<file path="src/rtl/cc_frame_if.sv">
// Handshake bundle between the serial operand source, the frame collector and the CC block.
// The slave modport is the collector's side of the bundle; the master modport is the opposite side.
interface cc_frame_if #(
  parameter int unsigned DATA_W = 4
) ();
  logic              in_valid;
  logic [DATA_W-1:0] in_data;
  logic [2:0]        in_opt;
  logic              in_equ;
  logic              in_ready;
  logic              out_valid;
  logic              out_ready;
  logic [DATA_W-1:0] out_n0;
  logic [DATA_W-1:0] out_n1;
  logic [DATA_W-1:0] out_n2;
  logic [DATA_W-1:0] out_n3;
  logic [DATA_W-1:0] out_n4;
  logic [DATA_W-1:0] out_n5;
  logic [2:0]        out_opt;
  logic              out_equ;
  logic [7:0]        frame_cnt;
  logic              err_timeout;

  modport slave (
    input  in_valid, in_data, in_opt, in_equ, out_ready,
    output in_ready, out_valid, out_n0, out_n1, out_n2, out_n3, out_n4, out_n5,
           out_opt, out_equ, frame_cnt, err_timeout
  );

  modport master (
    output in_valid, in_data, in_opt, in_equ, out_ready,
    input  in_ready, out_valid, out_n0, out_n1, out_n2, out_n3, out_n4, out_n5,
           out_opt, out_equ, frame_cnt, err_timeout
  );
endinterface

</file>
<file path="src/rtl/cc_frame_collector.sv">
// Serial-to-parallel operand collector feeding the CC block; holds a full frame until consumed.
// Define CC_COLLECT_TIMEOUT_EN to drop partial frames after TIMEOUT_CYC idle cycles in COLLECT.
module cc_frame_collector #(
  parameter int unsigned NUM_ELEM    = 6,
  parameter int unsigned DATA_W      = 4,
  parameter int unsigned TIMEOUT_CYC = 15
) (
  input logic        clk,
  input logic        rst,
  cc_frame_if.slave  bus
);

  localparam int unsigned IdxW = $clog2(NUM_ELEM);

  typedef enum logic [1:0] {StIdle, StCollect, StHold} state_e;

  state_e            state_q, state_d;
  logic [IdxW-1:0]   idx_q, idx_d;
  logic [IdxW-1:0]   wr_idx;
  logic [DATA_W-1:0] slot_q [NUM_ELEM];
  logic [2:0]        opt_q;
  logic              equ_q;
  logic [7:0]        cnt_q, cnt_d;
  logic              in_ready;
  logic              accept;
  logic              timeout_hit;

  // CC consumes exactly six operands; a timeout of zero would abort every frame.
  if (NUM_ELEM != 6 || TIMEOUT_CYC == 0) begin : g_param_check
    $error("cc_frame_collector: unsupported NUM_ELEM or TIMEOUT_CYC");
  end

  assign in_ready = (state_q != StHold);
  assign accept   = bus.in_valid & in_ready;
  assign wr_idx   = (state_q == StIdle) ? '0 : idx_q;

`ifdef CC_COLLECT_TIMEOUT_EN
  localparam int unsigned GapW = $clog2(TIMEOUT_CYC + 1);

  logic [GapW-1:0] gap_q, gap_d;
  logic            err_q;

  always_comb begin
    gap_d       = '0;
    timeout_hit = 1'b0;
    if (state_q == StCollect && !accept) begin
      if (gap_q == GapW'(TIMEOUT_CYC - 1)) begin
        timeout_hit = 1'b1;
      end else begin
        gap_d = gap_q + GapW'(1);
      end
    end
  end

  always_ff @(posedge clk or posedge rst) begin
    if (rst) begin
      gap_q <= '0;
      err_q <= 1'b0;
    end else begin
      gap_q <= gap_d;
      err_q <= timeout_hit;
    end
  end

  assign bus.err_timeout = err_q;
`else
  assign timeout_hit     = 1'b0;
  assign bus.err_timeout = 1'b0;
`endif

  always_comb begin
    state_d = state_q;
    idx_d   = idx_q;
    cnt_d   = cnt_q;
    unique case (state_q)
      StIdle: begin
        if (accept) begin
          idx_d   = IdxW'(1);
          state_d = StCollect;
        end
      end
      StCollect: begin
        if (accept) begin
          idx_d = idx_q + IdxW'(1);
          if (idx_q == IdxW'(NUM_ELEM - 1)) begin
            state_d = StHold;
          end
        end else if (timeout_hit) begin
          idx_d   = '0;
          state_d = StIdle;
        end
      end
      StHold: begin
        if (bus.out_ready) begin
          cnt_d   = cnt_q + 8'd1;
          idx_d   = '0;
          state_d = StIdle;
        end
      end
      default: begin
        idx_d   = '0;
        state_d = StIdle;
      end
    endcase
  end

  always_ff @(posedge clk or posedge rst) begin
    if (rst) begin
      state_q <= StIdle;
      idx_q   <= '0;
      cnt_q   <= 8'd0;
    end else begin
      state_q <= state_d;
      idx_q   <= idx_d;
      cnt_q   <= cnt_d;
    end
  end

  // Slots are never cleared outside reset so a handed-off frame stays readable.
  always_ff @(posedge clk or posedge rst) begin
    if (rst) begin
      for (int unsigned i = 0; i < NUM_ELEM; i++) begin
        slot_q[i] <= '0;
      end
      opt_q <= 3'd0;
      equ_q <= 1'b0;
    end else begin
      for (int unsigned i = 0; i < NUM_ELEM; i++) begin
        if (accept && wr_idx == IdxW'(i)) begin
          slot_q[i] <= bus.in_data;
        end
      end
      if (accept && state_q == StIdle) begin
        opt_q <= bus.in_opt;
        equ_q <= bus.in_equ;
      end
    end
  end

  assign bus.in_ready  = in_ready;
  assign bus.out_valid = (state_q == StHold);
  assign bus.out_n0    = slot_q[0];
  assign bus.out_n1    = slot_q[1];
  assign bus.out_n2    = slot_q[2];
  assign bus.out_n3    = slot_q[3];
  assign bus.out_n4    = slot_q[4];
  assign bus.out_n5    = slot_q[5];
  assign bus.out_opt   = opt_q;
  assign bus.out_equ   = equ_q;
  assign bus.frame_cnt = cnt_q;

endmodule

</file>
<file path="src/flat_wrapper.sv">
// flat-port wrapper written by rule: the top's interface ports become plain ports
module cc_frame_collector_flat 
#(
  parameter int unsigned NUM_ELEM    = 6,
  parameter int unsigned DATA_W      = 4,
  parameter int unsigned TIMEOUT_CYC = 15
)
  (clk, rst, bus_in_valid, bus_in_data, bus_in_opt, bus_in_equ, bus_out_ready, bus_in_ready, bus_out_valid, bus_out_n0, bus_out_n1, bus_out_n2, bus_out_n3, bus_out_n4, bus_out_n5, bus_out_opt, bus_out_equ, bus_frame_cnt, bus_err_timeout);
  cc_frame_if #(.DATA_W(DATA_W)) bus_i ();
  input logic clk;
  input logic rst;
  input wire logic [$bits(bus_i.in_valid)-1:0] bus_in_valid;
  input wire logic [$bits(bus_i.in_data)-1:0] bus_in_data;
  input wire logic [$bits(bus_i.in_opt)-1:0] bus_in_opt;
  input wire logic [$bits(bus_i.in_equ)-1:0] bus_in_equ;
  input wire logic [$bits(bus_i.out_ready)-1:0] bus_out_ready;
  output wire logic [$bits(bus_i.in_ready)-1:0] bus_in_ready;
  output wire logic [$bits(bus_i.out_valid)-1:0] bus_out_valid;
  output wire logic [$bits(bus_i.out_n0)-1:0] bus_out_n0;
  output wire logic [$bits(bus_i.out_n1)-1:0] bus_out_n1;
  output wire logic [$bits(bus_i.out_n2)-1:0] bus_out_n2;
  output wire logic [$bits(bus_i.out_n3)-1:0] bus_out_n3;
  output wire logic [$bits(bus_i.out_n4)-1:0] bus_out_n4;
  output wire logic [$bits(bus_i.out_n5)-1:0] bus_out_n5;
  output wire logic [$bits(bus_i.out_opt)-1:0] bus_out_opt;
  output wire logic [$bits(bus_i.out_equ)-1:0] bus_out_equ;
  output wire logic [$bits(bus_i.frame_cnt)-1:0] bus_frame_cnt;
  output wire logic [$bits(bus_i.err_timeout)-1:0] bus_err_timeout;
  assign bus_i.in_valid = bus_in_valid;
  assign bus_i.in_data = bus_in_data;
  assign bus_i.in_opt = bus_in_opt;
  assign bus_i.in_equ = bus_in_equ;
  assign bus_i.out_ready = bus_out_ready;
  assign bus_in_ready = bus_i.in_ready;
  assign bus_out_valid = bus_i.out_valid;
  assign bus_out_n0 = bus_i.out_n0;
  assign bus_out_n1 = bus_i.out_n1;
  assign bus_out_n2 = bus_i.out_n2;
  assign bus_out_n3 = bus_i.out_n3;
  assign bus_out_n4 = bus_i.out_n4;
  assign bus_out_n5 = bus_i.out_n5;
  assign bus_out_opt = bus_i.out_opt;
  assign bus_out_equ = bus_i.out_equ;
  assign bus_frame_cnt = bus_i.frame_cnt;
  assign bus_err_timeout = bus_i.err_timeout;
  cc_frame_collector #(.NUM_ELEM(NUM_ELEM), .DATA_W(DATA_W), .TIMEOUT_CYC(TIMEOUT_CYC)) u_core (.clk(clk), .rst(rst), .bus(bus_i));
endmodule
</file>
<file path="config.mk">
export PLATFORM = sky130hd
export DESIGN_NAME = cc_frame_collector_flat
export DESIGN_NICKNAME = d
export VERILOG_FILES = /design/src/rtl/cc_frame_if.sv /design/src/rtl/cc_frame_collector.sv /design/src/flat_wrapper.sv
export SDC_FILE = /design/constraint.sdc
export NUM_CORES = 1
export LEC_CHECK = 0
export CORE_AREA = 2 2 78 80
export DETAILED_ROUTE_END_ITERATION = 7
export DIE_AREA = 0 0 80 82
export PLACE_DENSITY = 0.55
export SLEW_MARGIN = 5
export SYNTH_ARGS = -nofsm -noshare
export SYNTH_HDL_FRONTEND = slang
export SYNTH_SLANG_ARGS = --single-unit
</file>
<file path="constraint.sdc">
create_clock -name clk -period 1.9 [get_ports clk]
set_clock_uncertainty 0.2 [all_clocks]
set_input_delay 0.285 -clock clk [delete_from_list [all_inputs] [get_ports clk]]
set_output_delay 0.285 -clock clk [all_outputs]
set_load 0.02 [all_outputs]
</file>
==> reports/results.tsv <==
stage	metric	value	unit
outcome	outcome	finished clean	
synth	synth_nets	150	
setup_path	critPathMaxFanout	4	
floorplanning	core	5746	sq um
place	globalplace.congestion	0.7640	
timing	tightest_slew	0.5007	ns
timing	post_route_minimum_period	1.816	ns
routing	drt-wirelength-per-cell	14.59	microns
setup_path	ordered_list_of_cells_on_the_worst_path	clkdlybuf4s50_1	
routing	drt_iter0_markers	31	
finish	flow.area_growth_from_synthesis	40.31	%
timing	fin_crit_sh	0.9558	
finish	final_core_util	0.4495	
synth	synth_top_flop_cell	sky130_fd_sc_hd__dfrtp_1	
timing	fmax	550.7	MHz
synth	ys_types	35	
synth	synth-seq-area-share	0.5574	
place	placement.io_buffers	49	
synth	synth.cell_area	1841	sq um
power	leakage_power_of_the_design	1.128	nW
finish	register_area	1026	sq um
timing	setup_violations	0	
clocking	postCtsSetupRepairBufs	0	
job	cap_violations	0	
clocking	inserted_clock_buffers	5	
finish	multi_input_comb_area	775.7	sq um
setup_path	worstSetupPathType	register to output pin	
synth	postSynthCellCount	135	
timing	timing_max_transition_violations_final	0	
synth	synth.top_cells.by_count	sky130_fd_sc_hd__dfrtp_1 (41), sky130_fd_sc_hd__mux2_2 (29), sky130_fd_sc_hd__nand2_1 (7)	
floorplanning	floorplan.initialDensity	0.3203	
setup_path	reg2reg_depth	5	
synth	yosys-top-cells-area	sky130_fd_sc_hd__dfrtp_1 (56%), sky130_fd_sc_hd__mux2_2 (18%), sky130_fd_sc_hd__xor2_1 (2.4%)	
timing	rsz0062_at_grt	no	
grt	grt_first_pass_wirelength	6.513	mm
routing	drt-pass1-iter-count	4	
clocking	cts_max_path_buffers	2	
floorplanning	die_width	80	microns
floorplanning	boundaryPins	51	
setup_path	timing.rr.end	u_core.idx_q[1]	
synth	synth.avg_cell_area	13.63	sq um
place	place.detailed.hpwl	2.844	mm
setup_path	cp.required	1.41	ns
grt	pin_count_of_the_biggest_net_entering_global_routing	42	
grt	grt_remaining_overflow	0	
grt	grt_antenna_before_repair	0	
power	post-layout-total-power	4.139	mW
routing	route.vias.total	1267	
timing	slew-limit-headroom	0.6662	
timing	finalSetupTns	0	ns
timing	hold_viol_final	0	
synth	synth_async_sr_flop_share	1.000	
setup_path	critPathLaunch	u_core.bus.frame_cnt[0]	
synth	post-synth-top-count-cell	sky130_fd_sc_hd__dfrtp_1	
finish	diodes_inserted	0	
floorplanning	number_of_rows_created_at_floorplan	28	
synth	ys_ff_latch	41	
finish	drive_gt1_frac	0.2872	
floorplanning	die_height	82	microns
setup_path	cpLargestDelayFamily	buffers and inverters	
synth	yosysWarnings	0	
setup_path	worstPathBufferInverterCount	1	
clocking	clkTransAtPathRegs	0.08	ns
routing	postRouteAntennaNets	0	
setup_path	slowest_stage	sky130_fd_sc_hd__clkdlybuf4s50_1	
routing	drc_errors	0	
clocking	clk_latency_worst_skew_pair	0.29	ns
power	irDropWorstVdd	0.0007699	V
finish	layout.nets	209	
setup_path	worstReg2RegStart	u_core.idx_q[1]	
synth	yosysTopAreaCellShare	0.5574	
floorplanning	die-area	6560	sq um
hold_path	hold_path.class	primary input to async pin	
clocking	cts_tree	done	
synth	synth_edf_count	0	
grt	globalRouteTotalUtil	0.1301	
setup_path	cp.arrival	1.33	ns
power	cellPowerDensity	1603	nW/um^2
finish	fillCellCount	542	
setup_path	timing.critical_path.from_type	register	
setup_path	setup.reg_to_reg.worst_slack	0.10	ns
timing	worst_hold_slack	0.1454	ns
clocking	clock_sinks	41	
grt	grt_pass1_vias	1358	
routing	routed_via_density	4.693	
synth	post-synth-top-area-cell	sky130_fd_sc_hd__dfrtp_1	
setup_path	timing.critical_path.slowest_cell_delay	0.63	ns
clocking	htreeDepth	2	
setup_path	worstSetupEndpointType	output pin	
clocking	cts.root.buffer_cell	sky130_fd_sc_hd__clkbuf_8	
routing	wirelength	3.940	mm
==> where the power goes <==
group | total, mW | internal (mW) | switching [mW]
clock network | 0.739 | 0.427 | 0.311
registers | 1.51 | 1.23 | 0.282
logic | 1.89 | 1.02 | 0.872
==> placed cells by master (no fill, tap or decap), types with 2 or more instances in the layout <==
master	synthesis	layout
sky130_fd_sc_hd__mux2_2	29	29
sky130_fd_sc_hd__xnor2_1	2	2
sky130_fd_sc_hd__dfrtp_1	41	41
sky130_fd_sc_hd__nor3_4	2	2
sky130_fd_sc_hd__dlygate4sd2_1	0	2
sky130_fd_sc_hd__ha_1	3	3
sky130_fd_sc_hd__o21ai_0	5	5
sky130_fd_sc_hd__clkbuf_8	0	6
sky130_fd_sc_hd__nor3b_1	2	2
sky130_fd_sc_hd__buf_4	3	6
sky130_fd_sc_hd__nor2_1	5	5
sky130_fd_sc_hd__nor3_1	2	2
sky130_fd_sc_hd__nand2_2	2	2
sky130_fd_sc_hd__xor2_1	5	5
sky130_fd_sc_hd__nand3_1	2	2
sky130_fd_sc_hd__a21oi_1	2	2
sky130_fd_sc_hd__inv_1	3	3
sky130_fd_sc_hd__clkdlybuf4s50_1	0	46
sky130_fd_sc_hd__nand2_1	7	7
sky130_fd_sc_hd__nor2_4	2	2
==> stage by stage <==
step | std cells | setup slack [ns] | cell area, sq um
CTS | 270 | 0.03757 | 2580
global route | 270 | 0.01026 | 2582
finish | 270 | 0.08400 | 2582
global placement | 262 | -0.03966 | 2462
floorplan | 135 | 0.2957 | 1841
detailed placement | 262 | -0.07349 | 2462
==> per-layer routing <==
layer	GRT usage	vias up	routed length [microns]
met5	0	-	0
met4	0.03559	0	42
li1	-	583	-
met2	0.2217	41	1902
met3	0.04725	7	270
met1	0.1557	636	1725
==> kinds of logic (layout without fill, tap and decap cells) <==
logic type                 count (synthesis)  count (layout)  synth area share
buffers and inverters                      7              67           0.02107
AOI/OAI and AO/OA                         10              10           0.03195
adders and majority gates                  3               3           0.02040
other                                      1               1          0.002037
DFF                                       41              41            0.5574
muxes                                     30              30            0.1829
xor gates and xnor gates                   7               7           0.03331
and+or+nand+nor                           36              36            0.1509
==> tightest hold or removal path: stages <==
cell and delay [ns]:
sky130_fd_sc_hd__clkdlybuf4s50_1 0.39, sky130_fd_sc_hd__inv_1 0.09, sky130_fd_sc_hd__buf_12 0.24
==> final cells by class <==
cell class                 count  share of cell area
inverter                       3            0.004360
clock buffer                   6             0.03198
tap                           75             0.03634
clock inverter                 2             0.01453
timing repair buffer          56              0.2151
sequential                    41              0.3973
multi-input combinational     87              0.3004
==> registers in the layout, summed over array words and instances (netlist names), 3 cells and up <==
name	flops
u_core.bus.out_opt	3
u_core.bus.out_n4	4
u_core.bus.out_n3	4
u_core.idx_q	3
u_core.bus.out_n0	4
u_core.bus.out_n5	4
u_core.bus.frame_cnt	8
u_core.bus.out_n1	4
u_core.bus.out_n2	4
==> worst max path at each step <==
stage	to	slack, ns	cells after the start
floorplan	u_core.bus.out_equ	0.30	4
global placement	u_core.bus.out_opt[1]	-0.04	4
finish	bus_frame_cnt[0]	0.08	1
detailed placement	u_core.bus.out_opt[2]	-0.07	4
global route	bus_frame_cnt[0]	0.01	1
CTS	bus_frame_cnt[3]	0.04	1
==> what timing repair did <==
| item | CTS | global route |
|---|---|---|
| pin swaps | 0 | 0 |
| gates resized for setup | 2 | 1 |
| hold buffers | 0 | 0 |
| endpoints found under the setup margin | 2 | 1 |
(Power assumes the default switching activity.)
